==> config.mk <==
export PLATFORM = sky130hd
export DESIGN_NAME = mem_access_ctrl_flat
export DESIGN_NICKNAME = d
export VERILOG_FILES = /design/src/rtl/mem_access_ctrl_pkg.sv /design/src/rtl/mem_access_ctrl_if.sv /design/src/rtl/mem_access_ctrl_mdr_reg.sv /design/src/rtl/mem_access_ctrl.sv /design/src/flat_wrapper.sv
export SDC_FILE = /design/constraint.sdc
export NUM_CORES = 1
export LEC_CHECK = 0
export ABC_AREA = 1
export BUFFER_PORTS_ARGS = -buffer_cell sky130_fd_sc_hd__buf_2
export CORE_ASPECT_RATIO = 0.8
export CORE_UTILIZATION = 35
export DETAILED_ROUTE_END_ITERATION = 10
export GPL_TIMING_DRIVEN = 0
export SLEW_MARGIN = 5
export SYNTH_ARGS = -nofsm -noshare
export SYNTH_HDL_FRONTEND = slang
export SYNTH_SLANG_ARGS = --single-unit
export TNS_END_PERCENT = 5
==> constraint.sdc <==
create_clock -name clk -period 1.35 [get_ports clk]
set_clock_uncertainty 0.05 [all_clocks]
set_input_delay 0.27 -clock clk [delete_from_list [all_inputs] [get_ports clk]]
set_output_delay 0.27 -clock clk [all_outputs]
set_load 0.05 [all_outputs]
==> src/rtl/mem_access_ctrl_pkg.sv <==
// Shared definitions for the memory access stage: FSM encoding, R_W/DATA_SIZE
// meanings and the byte-lane helpers used by the controller and the MDR.
package mem_access_ctrl_pkg;

  typedef enum logic [1:0] {
    ST_IDLE   = 2'b00,
    ST_ACCESS = 2'b01,
    ST_DONE   = 2'b10
  } state_e;

  localparam logic R_W_READ  = 1'b0;
  localparam logic R_W_WRITE = 1'b1;
  localparam logic SIZE_BYTE = 1'b0;
  localparam logic SIZE_WORD = 1'b1;

  // Byte enables {hi,lo}; a byte access picks the lane addressed by bit 0.
  function automatic logic [1:0] byte_enables(input logic size, input logic addr_lsb);
    logic [1:0] be;
    case ({size, addr_lsb})
      2'b00:   be = 2'b01;
      2'b01:   be = 2'b10;
      2'b10:   be = 2'b11;
      2'b11:   be = 2'b11;
      default: be = 2'b00;
    endcase
    return be;
  endfunction

  // Byte stores read MDR on either lane, so the low bus byte is copied to both.
  function automatic logic [15:0] bus_to_mdr(input logic size, input logic [15:0] bus);
    logic [15:0] val;
    if (size == SIZE_WORD) begin
      val = bus;
    end else begin
      val = {bus[7:0], bus[7:0]};
    end
    return val;
  endfunction

endpackage

==> src/rtl/mem_access_ctrl_if.sv <==
// Request/acknowledge memory port between the access controller (master)
// and the memory (slave).
interface mem_access_ctrl_if #(
  parameter int ADDR_W = 16
);
  logic              mem_req;
  logic              mem_we;
  logic [1:0]        mem_be;
  logic [ADDR_W-1:0] mem_addr;
  logic [15:0]       mem_wdata;
  logic [15:0]       mem_rdata;
  logic              mem_ack;

  modport master (
    output mem_req, mem_we, mem_be, mem_addr, mem_wdata,
    input  mem_rdata, mem_ack
  );

  modport slave (
    input  mem_req, mem_we, mem_be, mem_addr, mem_wdata,
    output mem_rdata, mem_ack
  );
endinterface

==> src/rtl/mem_access_ctrl_mdr_reg.sv <==
// Memory data register: loads read data during a memory cycle, otherwise
// from the datapath bus with byte replication for byte-sized loads.
module mdr_reg
  import mem_access_ctrl_pkg::*;
(
  input  logic        clk,
  input  logic        rst_n,
  input  logic        ld_bus_i,
  input  logic        ld_mem_i,
  input  logic        bus_size_i,
  input  logic [15:0] bus_in_i,
  input  logic [15:0] mem_rdata_i,
  output logic [15:0] mdr_o
);

  logic [15:0] mdr_d;
  logic [15:0] mdr_q;

  always_comb begin
    mdr_d = mdr_q;
    if (ld_mem_i) begin
      mdr_d = mem_rdata_i;
    end else if (ld_bus_i) begin
      mdr_d = bus_to_mdr(bus_size_i, bus_in_i);
    end else begin
      mdr_d = mdr_q;
    end
  end

  always_ff @(posedge clk or negedge rst_n) begin
    if (!rst_n) begin
      mdr_q <= 16'h0000;
    end else begin
      mdr_q <= mdr_d;
    end
  end

  assign mdr_o = mdr_q;

endmodule

==> src/rtl/mem_access_ctrl.sv <==
// Memory access stage: sequences one read or write per control-store memory
// state over a req/ack port, owns MDR and reports completion with R.
module mem_access_ctrl
  import mem_access_ctrl_pkg::*;
#(
  parameter int ADDR_W  = 16,
  parameter int DATA_W  = 16,
  parameter int TIMEOUT = 255
) (
  input  logic              clk,
  input  logic              rst_n,
  input  logic [ADDR_W-1:0] MAR,
  input  logic [DATA_W-1:0] bus_in,
  input  logic              LD_MDR,
  input  logic              MIO_EN,
  input  logic              R_W,
  input  logic              DATA_SIZE,
  output logic [DATA_W-1:0] MDR,
  output logic              R,
  output logic              err,
  output logic              unaligned,
  mem_access_ctrl_if.master mem
);

  localparam int CNT_W = (TIMEOUT > 0) ? $clog2(TIMEOUT + 1) : 1;
  localparam logic [CNT_W-1:0] CNT_MAX  = CNT_W'(TIMEOUT);
  localparam logic [CNT_W-1:0] CNT_LAST = CNT_W'((TIMEOUT > 0) ? TIMEOUT - 1 : 0);
  localparam bit TO_EN = (TIMEOUT != 0);

  state_e            state_q;
  logic              req_q;
  logic              we_q;
  logic [1:0]        be_q;
  logic [ADDR_W-1:0] addr_q;
  logic              r_q;
  logic              err_q;
  logic              unal_q;
  logic [CNT_W-1:0]  cnt_q;

  logic timeout_hit_s;
  logic ld_mem_s;
  logic ld_bus_s;

  // The counter reaching TIMEOUT at the end of this cycle aborts the access.
  assign timeout_hit_s = TO_EN && (cnt_q == CNT_LAST);
  assign ld_mem_s = (state_q == ST_ACCESS) && mem.mem_ack && (we_q == R_W_READ);
  assign ld_bus_s = (state_q == ST_IDLE) && !MIO_EN && LD_MDR;

  always_ff @(posedge clk or negedge rst_n) begin
    if (!rst_n) begin
      state_q <= ST_IDLE;
      req_q   <= 1'b0;
      we_q    <= 1'b0;
      be_q    <= 2'b00;
      addr_q  <= {ADDR_W{1'b0}};
      r_q     <= 1'b0;
      err_q   <= 1'b0;
      unal_q  <= 1'b0;
      cnt_q   <= {CNT_W{1'b0}};
    end else begin
      r_q    <= 1'b0;
      err_q  <= 1'b0;
      unal_q <= 1'b0;
      case (state_q)
        ST_IDLE: begin
          if (MIO_EN) begin
            state_q <= ST_ACCESS;
            req_q   <= 1'b1;
            we_q    <= R_W;
            be_q    <= byte_enables(DATA_SIZE, MAR[0]);
            addr_q  <= {MAR[ADDR_W-1:1], 1'b0};
            unal_q  <= (DATA_SIZE == SIZE_WORD) && MAR[0];
            cnt_q   <= {CNT_W{1'b0}};
          end else begin
            state_q <= ST_IDLE;
          end
        end
        ST_ACCESS: begin
          // An ack arriving with the timeout still completes normally.
          if (mem.mem_ack) begin
            state_q <= ST_DONE;
            req_q   <= 1'b0;
            r_q     <= 1'b1;
          end else if (timeout_hit_s) begin
            state_q <= ST_DONE;
            req_q   <= 1'b0;
            r_q     <= 1'b1;
            err_q   <= 1'b1;
          end else begin
            state_q <= ST_ACCESS;
          end
          if (cnt_q != CNT_MAX) begin
            cnt_q <= cnt_q + CNT_W'(1);
          end else begin
            cnt_q <= cnt_q;
          end
        end
        ST_DONE: begin
          state_q <= ST_IDLE;
          req_q   <= 1'b0;
        end
        default: begin
          state_q <= ST_IDLE;
          req_q   <= 1'b0;
        end
      endcase
    end
  end

  mdr_reg u_mdr (
    .clk         (clk),
    .rst_n       (rst_n),
    .ld_bus_i    (ld_bus_s),
    .ld_mem_i    (ld_mem_s),
    .bus_size_i  (DATA_SIZE),
    .bus_in_i    (bus_in[15:0]),
    .mem_rdata_i (mem.mem_rdata),
    .mdr_o       (MDR)
  );

  assign R             = r_q;
  assign err           = err_q;
  assign unaligned     = unal_q;
  assign mem.mem_req   = req_q;
  assign mem.mem_we    = we_q;
  assign mem.mem_be    = be_q;
  assign mem.mem_addr  = addr_q;
  assign mem.mem_wdata = MDR;

endmodule

==> src/flat_wrapper.sv <==
// flat-port wrapper written by rule: the top's interface ports become plain ports
module mem_access_ctrl_flat import mem_access_ctrl_pkg::*;
#(
  parameter int ADDR_W  = 16,
  parameter int DATA_W  = 16,
  parameter int TIMEOUT = 255
)
  (clk, rst_n, MAR, bus_in, LD_MDR, MIO_EN, R_W, DATA_SIZE, MDR, R, err, unaligned, mem_mem_req, mem_mem_we, mem_mem_be, mem_mem_addr, mem_mem_wdata, mem_mem_rdata, mem_mem_ack);
  mem_access_ctrl_if #(.ADDR_W(ADDR_W)) mem_i ();
  input  logic clk;
  input  logic rst_n;
  input  logic [ADDR_W-1:0] MAR;
  input  logic [DATA_W-1:0] bus_in;
  input  logic LD_MDR;
  input  logic MIO_EN;
  input  logic R_W;
  input  logic DATA_SIZE;
  output logic [DATA_W-1:0] MDR;
  output logic R;
  output logic err;
  output logic unaligned;
  output wire logic [$bits(mem_i.mem_req)-1:0] mem_mem_req;
  output wire logic [$bits(mem_i.mem_we)-1:0] mem_mem_we;
  output wire logic [$bits(mem_i.mem_be)-1:0] mem_mem_be;
  output wire logic [$bits(mem_i.mem_addr)-1:0] mem_mem_addr;
  output wire logic [$bits(mem_i.mem_wdata)-1:0] mem_mem_wdata;
  input wire logic [$bits(mem_i.mem_rdata)-1:0] mem_mem_rdata;
  input wire logic [$bits(mem_i.mem_ack)-1:0] mem_mem_ack;
  assign mem_mem_req = mem_i.mem_req;
  assign mem_mem_we = mem_i.mem_we;
  assign mem_mem_be = mem_i.mem_be;
  assign mem_mem_addr = mem_i.mem_addr;
  assign mem_mem_wdata = mem_i.mem_wdata;
  assign mem_i.mem_rdata = mem_mem_rdata;
  assign mem_i.mem_ack = mem_mem_ack;
  mem_access_ctrl #(.ADDR_W(ADDR_W), .DATA_W(DATA_W), .TIMEOUT(TIMEOUT)) u_core (.clk(clk), .rst_n(rst_n), .MAR(MAR), .bus_in(bus_in), .LD_MDR(LD_MDR), .MIO_EN(MIO_EN), .R_W(R_W), .DATA_SIZE(DATA_SIZE), .MDR(MDR), .R(R), .err(err), .unaligned(unaligned), .mem(mem_i));
endmodule
==> summary.txt <==
Run status
  – Status: finished clean

Clocking
  – # clock sinks: 48
  – Clock Latency Late Sink: roughly 0.29 ns
  – Total CTS buffers: 5
  – CTS root buf: clkbuf_8
  – CTS tree: done
  – Worst-path clk slew: approximately 0.090 ns
  – Clock Path Buffers: 2
  – H-tree depth: 2

Critical path
  – Critical R2R Launch: u_core.cnt_q[0]
  – Crit path launch type: flop
  – Critical path's slowest cell: dfrtp_1
  – CP peak stage delay: around 0.38 ns
  – Crit Path Class: flop to flop
  – Worst path arrival time: between 1 and 1.5 ns
  – Crit path from: u_core.cnt_q[0]
  – Crit. End Element: flop
  – CP required: 1.49 ns
  – CP bufs+invs: 0
  – Crit-path max FO: 8
  – Crit-path cells: ha_2 > nand2_2 > nor2_2 > nand2_1 > nand2_2 > nand2_4 > nand3_1 > nand2_1
  – Crit-path leading delay family: simple AND/OR/NAND/NOR gates

GRT
  – Total track usage: 0.165
  – Global-route met1 utilization: 0.223
  – Grt total ovfl: 0
  – Grt met3 use: 0.0377
  – Most crowded layer after global routing: met2
  – Vias in the first global route: around 2k
  – Largest net degree at the start of global routing: 49
  – GRT met2 Usage: 0.262
  – First-pass GRT wire length: 9.39 mm
  – Initial antenna violation count: 0

Yosys
  – Library cells used by synthesis: 28
  – Leading cell types by count after synthesis: nand2_1, dfrtp_1, inv_1
  – Syn Inst Count: between 200 and 300
  – Yosys top cell area share: 0.491
  – Syn nets: approximately 350
  – Average cell area after synthesis: 8.41 µm²
  – Main synth FF type: dfrtp_1
  – Post-synth ARST share: 1.00
  – Seq/Total Area, Yosys: 0.491
  – Yosys top cell by area: dfrtp_1
  – Synth Register Bits: between 40 and 50
  – Syn Std Cell Area: about 2400 µm²
  – EDFF count, synth: 0
  – Top cells by area, synth: dfrtp_1, nand2_1, buf_4
  – Ys Warns: 0
  – Most frequent cell after synthesis: nand2_1

Routing
  – Vias per cell: roughly 4.4
  – WL per Instance: ~12 µm
  – Final wirelength: about 5.9 mm
  – Detail Route Antenna Nets: 0
  – Drt pass-1 iters: 4
  – DRT iter0 DRCs: 83
  – Vias: 2200
  – DR DRC count: 0

Placed design
  – Detail Placement HPWL: 4.47 mm
  – Count of buffers from port buffering: 107
  – Gpl congestion: about 0.83

Timing
  – Final setup vio count: 0
  – Slew @ Worst Pin: between 1 and 1.5 ns
  – Fin crit period: 1.35 ns
  – Max Slew Vio Count: 0
  – Fin crit share: 0.997
  – Relative slew slack: 0.297
  – Setup TNS: 0 ns
  – RSZ-0062 raised after global routing: yes
  – Hold Slack: slightly below 0.09 ns
  – Final Hold Fails: 0
  – Highest Clock Rate: about 0.74 GHz

Pwr
  – Sw Ratio: 0.528
  – Combinational Power Share: 0.620
  – Psw: approximately 0.0047 W
  – Internal power: about 0.0042 W
  – P per Cell Area: approximately 2600 nW/µm²
  – Pleak: 1.80 nW
  – VDD IR-drop max: 1.08 mV
  – Power share of the clock group: 0.115
  – Seq pwr share: 0.266

Floorplan
  – Die width: between 90 and 100 µm
  – Core footprint: 6570 µm²
  – Initial Util: 0.372
  – Die height: around 77 µm
  – Row cnt: 26
  – Die area: approximately 7300 µm²
  – Ports: 110

Finish
  – Fin nets: 467
  – Layout cell share with drive strength beyond 1: 0.443
  – Layout overhead on the synthesized area: 38.4%
  – Ant. Diodes: 0

Hold path
  – Min-Delay Path Class: input pin to flop
  – Hold path start: mem_mem_ack

Run
  – Max_cap viols: 0
power groups by stage:
stage / registers, W / clock network [W] / logic, W
after global routing: 0.00243 / 0.00112 / 0.00583
final: 0.00236 / 0.00102 / 0.00550
after floorplan: 0.00406 / 0 / 0.00225
after CTS: 0.00236 / 0.00105 / 0.00525
after global placement: 0.00236 / 0 / 0.00503
after detailed placement: 0.00237 / 0 / 0.00505
cell families (layout without fill, tap and decap cells):
group,after synthesis,count (layout),synth area share
xor gates and xnor gates,2,2,0.00716
buffers and inverters,53,173,0.127
AOI/OAI and AO/OA,49,49,0.115
DFF,48,48,0.491
other,1,1,0.00153
and+or+nand+nor,136,136,0.249
adders and majority gates,2,2,0.0102
layout make-up:
class	count	area, µm²
repair buffers	112	673
plain buffers	25	205
clock inverters	2	35.0
multi-input cells	190	978
clock buffers	6	72.6
flip-flops and latches	48	1200
well taps	84	105
fillers	620	3180
inverters	28	115
worst reg2reg max path, stage by stage, from the launching register on:
cell and delay (ns):
dfrtp_1 0.38, ha_2 0.19, nand2_2 0.08, nor2_2 0.11, nand2_1 0.07, nand2_2 0.12
nand2_4 0.10, nand3_1 0.10, nand2_1 0.05
final timing paths:
check                                          to  slack (ns)  cells past startpoint
min                                    u_core.err        0.09                      2
max reg2reg                       u_core.cnt_q[7]       0.004                      8
min in group asynchronous  u_core.mem.mem_addr[8]        0.11                      1
max                               u_core.cnt_q[7]       0.004                      8
max in group asynchronous       u_core.mem.mem_we        0.43                      1
min reg2reg                u_core.mem.mem_addr[9]        0.44                      2
what timing repair did:
action / 4_1_cts / 5_1_grt
hold endpoints to repair: 0 / 0
cloned: 0 / 0
hold buffers: 0 / 0
pin swaps: 1 / 2
gates resized for setup: 24 / 23
buffers inserted: 1 / 4
endpoints found under the setup margin: 28 / 46
flip-flops by register name, summed over array words and instances, names as in the netlist, 2 cells and up:
register	flops
u_core.state_q	2
u_core.mem.mem_addr	15
u_core.u_mdr.mdr_o	16
u_core.mem.mem_be	2
u_core.cnt_q	8
routing by layer:
layer  wire, µm  part of all wire  vias to the layer above
li1           -                 -                     1131
met1       2770              0.47                     1001
met2       2800              0.47                       64
met3        283             0.048                        4
met4         55            0.0093                        0
met5          0                 0                        -
cell usage in the layout, fill, tap and decap left out:
cell type  instances
a21oi_1            6
a21oi_2            6
a31oi_1            1
buf_12             1
buf_2             95
buf_4             22
buf_6             18
buf_8              1
bufinv_16          1
clkbuf_1           1
clkbuf_8           5
clkinv_2           1
conb_1             1
dfrtp_1           47
dfrtp_2            1
ha_1               1
ha_2               1
inv_1             22
inv_2              4
inv_6              2
nand2_1           95
nand2_2            8
nand2_4            3
nand2_8            1
nand3_1            6
nand3_2            1
nand3_4            1
nand3b_1           1
nor2_1            16
nor2_2             1
nor2_4             2
nor3_1             1
o211ai_1           5
o21ai_0           15
o21ai_1            7
o21ai_2            7
o22ai_1            2
xor2_1             2
stage by stage:
| stage | utilization | area (µm²) | std cells | power [W] | setup WS [ns] |
|---|---|---|---|---|---|
| after floorplan | - | 2450 | 291 | 0.00631 | 0.0806 |
| after global placement | 0.470 | 3090 | 482 | 0.00739 | -0.0672 |
| after detailed placement | 0.470 | 3090 | 482 | 0.00742 | -0.0773 |
| after CTS | 0.498 | 3270 | 491 | 0.00865 | -0.0164 |
| after global routing | 0.515 | 3390 | 495 | 0.00938 | -0.0769 |
| final | 0.515 | 3390 | 495 | 0.00887 | 0.00374 |
Power figures use the tool's default switching activity.
